[src/rtl/fan_ctrl_if.sv]
// Register bus between a host and fan_ctrl: strobe/write request, one-cycle ack
// with registered read data.
interface fan_ctrl_if;
  logic        FAN_STB_I;
  logic        FAN_WE_I;
  logic [5:0]  FAN_ADR_I;
  logic [31:0] FAN_DAT_I;
  logic        FAN_ACK_O;
  logic [31:0] FAN_DAT_O;

  modport master (output FAN_STB_I, FAN_WE_I, FAN_ADR_I, FAN_DAT_I,
                  input  FAN_ACK_O, FAN_DAT_O);
  modport slave  (input  FAN_STB_I, FAN_WE_I, FAN_ADR_I, FAN_DAT_I,
                  output FAN_ACK_O, FAN_DAT_O);
endinterface

[src/rtl/fan_ctrl.sv]
// Multi-channel fan controller: double-buffered PWM, per-second tach counting, stall IRQ.
// Optional FAN_CTRL_DEBOUNCE_EN adds a 16-sample debounce on each tach input.
module fan_ctrl #(
  parameter int NCH     = 4,
  parameter int PWM_W   = 10,
  parameter int CNT_W   = 27,
  parameter int SEC_CNT = 49999999
) (
  input  logic           CLK_I,
  input  logic           RST_I,
  fan_ctrl_if.slave      bus,
  input  logic [NCH-1:0] FAN_IN,
  output logic [NCH-1:0] PWM_O,
  output logic           STALL_INT
);
  localparam int PRE_W = (SEC_CNT > 0) ? $clog2(SEC_CNT + 1) : 1;

  logic                       r_ack;
  logic [31:0]                r_dat;
  logic [NCH-1:0][PWM_W-1:0]  r_shadow, r_active;
  logic [PWM_W-1:0]           r_cnt;
  logic [PRE_W-1:0]           r_pre;
  logic [NCH-1:0][CNT_W-1:0]  r_count, r_tach, r_thresh;
  logic [NCH-1:0]             r_stall, r_ie, r_s1, r_s2, r_s3;

  logic                       w_acc, w_wr, w_term;
  logic [3:0]                 w_ch;
  logic [1:0]                 w_reg;
  logic [31:0]                w_rdata;
  logic [NCH-1:0]             w_lvl, w_fall, w_sel, w_set, w_clr;
  logic [NCH-1:0][CNT_W-1:0]  w_new;
  logic                       w_unused;

  assign w_acc  = bus.FAN_STB_I & ~r_ack;
  assign w_wr   = w_acc & bus.FAN_WE_I;
  assign w_ch   = bus.FAN_ADR_I[5:2];
  assign w_reg  = bus.FAN_ADR_I[1:0];
  assign w_term = (r_pre == PRE_W'(SEC_CNT));
  assign w_unused = &{1'b0, bus.FAN_DAT_I};

  assign bus.FAN_ACK_O = r_ack;
  assign bus.FAN_DAT_O = r_dat;
  assign STALL_INT     = |(r_stall & r_ie);

  // Channels >= NCH never match w_sel, so their writes drop and reads return 0.
  for (genvar g = 0; g < NCH; g++) begin : g_ch
    assign w_sel[g]  = (w_ch == 4'(g));
    assign w_new[g]  = (&r_count[g]) ? r_count[g] : r_count[g] + CNT_W'(w_fall[g]);
    assign w_set[g]  = w_term && (r_thresh[g] != '0) && (w_new[g] < r_thresh[g]);
    assign w_clr[g]  = w_wr && w_sel[g] && (w_reg == 2'd3) && bus.FAN_DAT_I[0];
    assign PWM_O[g]  = (&r_active[g]) | (r_cnt < r_active[g]);
  end

  always_comb begin
    w_rdata = '0;
    for (int i = 0; i < NCH; i++) begin
      if (w_sel[i]) begin
        case (w_reg)
          2'd0:    w_rdata = 32'(r_shadow[i]);
          2'd1:    w_rdata = 32'(r_tach[i]);
          2'd2:    w_rdata = 32'(r_thresh[i]);
          default: w_rdata = {30'd0, r_ie[i], r_stall[i]};
        endcase
      end
    end
  end

  always_ff @(posedge CLK_I) begin
    if (RST_I) begin
      r_s1 <= '0;
      r_s2 <= '0;
    end else begin
      r_s1 <= FAN_IN;
      r_s2 <= r_s1;
    end
  end

`ifdef FAN_CTRL_DEBOUNCE_EN
  logic [NCH-1:0][3:0] r_dbc;
  logic [NCH-1:0]      r_db;

  // A new level is accepted only after 16 consecutive samples disagree with the old one.
  always_ff @(posedge CLK_I) begin
    if (RST_I) begin
      r_dbc <= '0;
      r_db  <= '0;
    end else begin
      for (int i = 0; i < NCH; i++) begin
        if (r_s2[i] == r_db[i]) begin
          r_dbc[i] <= '0;
        end else if (r_dbc[i] == 4'd15) begin
          r_db[i]  <= r_s2[i];
          r_dbc[i] <= '0;
        end else begin
          r_dbc[i] <= r_dbc[i] + 4'd1;
        end
      end
    end
  end
  assign w_lvl = r_db;
`else
  assign w_lvl = r_s2;
`endif

  assign w_fall = r_s3 & ~w_lvl;

  always_ff @(posedge CLK_I) begin
    if (RST_I) begin
      r_ack    <= 1'b0;
      r_dat    <= '0;
      r_shadow <= '0;
      r_active <= '0;
      r_cnt    <= '0;
      r_pre    <= '0;
      r_count  <= '0;
      r_tach   <= '0;
      r_thresh <= '0;
      r_stall  <= '0;
      r_ie     <= '0;
      r_s3     <= '0;
    end else begin
      r_ack <= w_acc;
      r_dat <= w_acc ? w_rdata : '0;
      r_cnt <= r_cnt + 1'b1;
      r_pre <= w_term ? '0 : r_pre + 1'b1;
      r_s3  <= w_lvl;
      for (int i = 0; i < NCH; i++) begin
        // Shadow only reaches the output at the period boundary.
        if (&r_cnt) r_active[i] <= r_shadow[i];
        r_count[i] <= w_term ? '0 : w_new[i];
        if (w_term) r_tach[i] <= w_new[i];
        if (w_set[i])      r_stall[i] <= 1'b1;
        else if (w_clr[i]) r_stall[i] <= 1'b0;
        if (w_wr && w_sel[i]) begin
          case (w_reg)
            2'd0:    r_shadow[i] <= bus.FAN_DAT_I[PWM_W-1:0];
            2'd2:    r_thresh[i] <= bus.FAN_DAT_I[CNT_W-1:0];
            2'd3:    r_ie[i]     <= bus.FAN_DAT_I[1];
            default: ;
          endcase
        end
      end
    end
  end
endmodule
[src/flat_wrapper.sv]
// flat-port wrapper written by rule: the top's interface ports become plain ports
module fan_ctrl_flat 
#(
  parameter int NCH     = 4,
  parameter int PWM_W   = 10,
  parameter int CNT_W   = 27,
  parameter int SEC_CNT = 49999999
)
  (CLK_I, RST_I, FAN_IN, PWM_O, STALL_INT, bus_FAN_STB_I, bus_FAN_WE_I, bus_FAN_ADR_I, bus_FAN_DAT_I, bus_FAN_ACK_O, bus_FAN_DAT_O);
  fan_ctrl_if bus_i ();
  input  logic CLK_I;
  input  logic RST_I;
  input  logic [NCH-1:0] FAN_IN;
  output logic [NCH-1:0] PWM_O;
  output logic STALL_INT;
  input wire logic [$bits(bus_i.FAN_STB_I)-1:0] bus_FAN_STB_I;
  input wire logic [$bits(bus_i.FAN_WE_I)-1:0] bus_FAN_WE_I;
  input wire logic [$bits(bus_i.FAN_ADR_I)-1:0] bus_FAN_ADR_I;
  input wire logic [$bits(bus_i.FAN_DAT_I)-1:0] bus_FAN_DAT_I;
  output wire logic [$bits(bus_i.FAN_ACK_O)-1:0] bus_FAN_ACK_O;
  output wire logic [$bits(bus_i.FAN_DAT_O)-1:0] bus_FAN_DAT_O;
  assign bus_i.FAN_STB_I = bus_FAN_STB_I;
  assign bus_i.FAN_WE_I = bus_FAN_WE_I;
  assign bus_i.FAN_ADR_I = bus_FAN_ADR_I;
  assign bus_i.FAN_DAT_I = bus_FAN_DAT_I;
  assign bus_FAN_ACK_O = bus_i.FAN_ACK_O;
  assign bus_FAN_DAT_O = bus_i.FAN_DAT_O;
  fan_ctrl #(.NCH(NCH), .PWM_W(PWM_W), .CNT_W(CNT_W), .SEC_CNT(SEC_CNT)) u_core (.CLK_I(CLK_I), .RST_I(RST_I), .bus(bus_i), .FAN_IN(FAN_IN), .PWM_O(PWM_O), .STALL_INT(STALL_INT));
endmodule
[config.mk]
export PLATFORM = sky130hd
export DESIGN_NAME = fan_ctrl_flat
export DESIGN_NICKNAME = d
export VERILOG_FILES = /design/src/rtl/fan_ctrl_if.sv /design/src/rtl/fan_ctrl.sv /design/src/flat_wrapper.sv
export SDC_FILE = /design/constraint.sdc
export NUM_CORES = 1
export LEC_CHECK = 0
export BUFFER_PORTS_ARGS = -buffer_cell sky130_fd_sc_hd__buf_2
export CORE_MARGIN = 5
export CORE_UTILIZATION = 63
export DETAILED_ROUTE_END_ITERATION = 6
export GPL_ROUTABILITY_DRIVEN = 0
export PLACE_DENSITY = 0.8
export SLEW_MARGIN = 20
export SYNTH_ARGS = -nofsm -noshare
export SYNTH_HDL_FRONTEND = slang
export SYNTH_SLANG_ARGS = --single-unit
[constraint.sdc]
create_clock -name CLK_I -period 4.59 [get_ports CLK_I]
set_clock_uncertainty 0.1 [all_clocks]
set_input_delay 0.918 -clock CLK_I [delete_from_list [all_inputs] [get_ports CLK_I]]
set_output_delay 0.918 -clock CLK_I [all_outputs]
set_load 0.03 [all_outputs]
==> flow_summary_export.csv <==
group,metric,value,unit
sta,post-route-worst-setup-slack,0.672,ns
worst_setup_path,cp-end-kind,"register",
worst_setup_path,path_max_fanout,6,
sta,fmaxAchievable,0.255,GHz
worst_setup_path,critical_path_required,4.98,ns
clock_tree,clk_pin_slew_worst_paths,0.07,ns
worst_setup_path,cp_num_buf_inv,1,
place,pre_cts_ws,0.817,ns
worst_setup_path,crit_family,"simple AND/OR/NAND/NOR gates",
worst_setup_path,setup.worst_path.start,"u_core.r_count[1]",
clock_tree,buffers_inserted_by_post_cts_timing_repair,0,
power,fin_total_pwr,8.99,mW
clock_tree,clock_sinks,488,
power,total_leakage_power,10.4,nW
sta,totalNegativeSetupSlack,0,ns
worst_setup_path,setup.worst_path.start_class,"register",
clock_tree,cts_buffers,50,
sta,final_critical_period,3.92,ns
synthesis,post-synth-top-area-cell,"dfxtp_1",
worst_setup_path,timing.setup.critical_path_class,"register to register",
clock_tree,htree_num_levels,2,
outcome,status,"finished with violations",
synthesis,post-synth-top-area-fraction,40.3,%
place,place.port_buffers,73,
routing,wl_cell,20.6,um
synthesis,synth_most_common_cell,"dfxtp_1",
synthesis,syn_inst,3040,
worst_setup_path,timing.rr.start,"u_core.r_count[1]",
floorplanning,die_w,206,um
synthesis,seq_area_frac_synth,40.3,%
clock_tree,cts.hold.buffers_added,0,
sta,final-max-slew-violation-count,0,
synthesis,synth.top_cells.by_count,"dfxtp_1, nand2_1, nor2_1, a21oi_1, inv_1",
outcome,failed_checks,"design-rule violations",
routing,drtAntennaViolNets,0,
clock_tree,latest_clock_arrival_within_the_worst_skew_pair,0.60,ns
worst_setup_path,rrSetupSlack,0.67,ns
synthesis,async_reset_ff_share,0,%
worst_setup_path,cp_num_cells,13,
global_route,grt_remaining_overflow,0,
worst_setup_path,critPathSlowestCell,"or4b_4",
floorplanning,start_util,64.1,%
cells_and_area,areaGrowthSynthToFinish,10.3,%
global_route,first_global_vias,21553,
worst_setup_path,endpoint,"u_core.r_stall[0]",
synthesis,synth_warnings,0,
global_route,grt_start_max_net_pins,91,
worst_setup_path,ff2ff_path_depth,13,
floorplanning,floorplan.die_area,42500,um2
worst_setup_path,critical_path.reg2reg.endpoint,"u_core.r_stall[0]",
synthesis,synth.top_cells.by_area,"dfxtp_1, ha_1, nand2_1",
routing,drtPass1Iterations,7,
synthesis,syn_area_cell,7.98,um2
place,dp_hpwl,51600,um
routing,via_density_per_instance,6.30,
worst_setup_path,worst-endpoint-arrival,4.31,ns
floorplanning,core_ar,37800,um2
synthesis,yosys_register_bits,488,
cells_and_area,fin_area,26700,um2
cells_and_area,insertedDiodeCount,0,
worst_setup_path,cp_cell_sequence,"nand4_1 > or4b_4 > a211o_1 > nor3_2 > xnor2_1 > inv_1 > ha_1 > nand4_1 > nor2_1 > o221ai_1 > o211ai_1 > o21ai_0 > a31o_2",
floorplanning,die_y,206,um
sta,setup_viol,0,
routing,detailedRoute.firstIterationViolations,3026,
synthesis,synth.distinct_cells,73,
routing,detailroute.via_count,22622,
synthesis,synth-edff-count,0,
worst_setup_path,cp_slowest_stage_delay,0.59,ns
routing,routed_wirelength,73800,um
flow_run,cap_violations,0,
routing,drc_errors,11,
power,cellPowerDensity,336,nW/um2
sta,report.final.hold_viol_count,0,
cells_and_area,design.final.nets,3234,
clock_tree,clockRootBuffer,"clkbuf_16",
global_route,grt_first_pass_wirelength,116000,um
clock_tree,clock_tree.buffer_depth,3,
hold_path,holdCritPathClass,"register to register",
global_route,antenna_found_initial,2,
sta,final.period_utilization,85.4,%
sta,tightestPinTransition,1.13,ns
sta,max_slew_margin,24.7,%
sta,grt_setup_unrepaired,"false",
place,cell_area_placed,25000,um2
synthesis,postSynth.topFlopCell,"dfxtp_1",
floorplanning,ios,84,
clock_tree,cts_resized,0,
synthesis,post_synth_instance_area,24200,um2
power,power.ir.vdd_worst,0.000273,V
cells_and_area,layout-drive-gt1-share,7.89,%
sta,fin_hold_ws,0.339,ns
worst_setup_path,cp_common_cell,"nand4_1",
global_route,gr-usage-all-layers,34.1,%
clock_tree,tritoncts,"built",
floorplanning,core.rowCount,71,
[routing by layer]
| metal | part of all wire [%] | vias to the layer above | global-route usage, % | wire length (um) |
|---|---|---|---|---|
| met4 | 6.1 | 2 | 19.1 | 4480 |
| met2 | 44 | 1253 | 52.5 | 32200 |
| met5 | 0.015 | - | 0 | 11 |
| met1 | 40 | 10630 | 45.1 | 29500 |
| li1 | - | 10452 | - | - |
| met3 | 10 | 285 | 6.53 | 7540 |
[layout make-up]
cell class | count | area (um2)
Tap cell | 511 | 639
Inverter | 266 | 998
Clock buffer | 65 | 1450
Multi-Input combinational cell | 2120 | 12900
Fill cell | 2961 | 11100
Timing Repair Buffer | 111 | 697
Clock inverter | 28 | 317
Sequential cell | 488 | 9770
[kinds of logic (layout without fill, tap and decap cells)]
kind of cell | count (synthesis) | count (layout) | share of synthesized area (%)
flip-flops | 488 | 488 | 40.3
multiplexers | 62 | 62 | 3.05
buffers and inverters | 436 | 470 | 6.91
AND/OR/NAND/NOR | 1132 | 1132 | 21.6
XOR/XNOR | 122 | 122 | 4.41
other | 1 | 5 | 0.0155
AO/OA/AOI/OAI | 648 | 648 | 15.9
adder cells (fa/ha/maj) | 151 | 151 | 7.79
[registers in the layout, indices dropped and copies added (netlist names), 10 cells and up]
name / flops
u_core.r_tach: 108
u_core.r_cnt: 10
u_core.r_active: 40
u_core.r_thresh: 108
u_core.r_shadow: 40
u_core.r_count: 108
u_core.bus.FAN_DAT_O: 27
u_core.r_pre: 26
[layout by cell type, fill, tap and decap left out, types with 67 or more instances in the layout]
cell type    n
buf_2       72
o21ai_0    109
dfxtp_1    488
nor2_1     293
nand2_1    440
nand3_1    104
nand4_1     79
xnor2_1     67
ha_1       151
a21oi_1    295
inv_1      266
[where the power goes]
part | switching [mW] | total (mW) | internal, mW | leakage (nW)
sequential | 0.0146 | 4.26 | 4.25 | 3.93
combinational | 0.279 | 0.376 | 0.0963 | 5.63
clock | 1.78 | 4.35 | 2.57 | 0.865
[metrics by stage]
stage | utilization (%) | cells
6_report | 70.7 | 3589
5_1_grt | 70.7 | 3589
4_1_cts | 70.7 | 3589
3_5_place_dp | 66.0 | 3496
3_3_place_gp | 66.0 | 3496
2_1_floorplan | - | 3044
[worst min path at each step]
stage	from	to	slack [ns]	depth (start not counted)
finish	u_core.r_s1[3]	u_core.r_s2[3]	0.34	1
global route	u_core.r_s1[0]	u_core.r_s2[0]	0.35	1
CTS	u_core.r_s1[1]	u_core.r_s2[1]	0.34	1
detailed placement	u_core.r_s1[1]	u_core.r_s2[1]	0.32	1
global placement	u_core.r_s1[3]	u_core.r_s2[3]	0.32	1
floorplan	u_core.r_s1[0]	u_core.r_s2[0]	0.31	1
(Power assumes the default switching activity.)
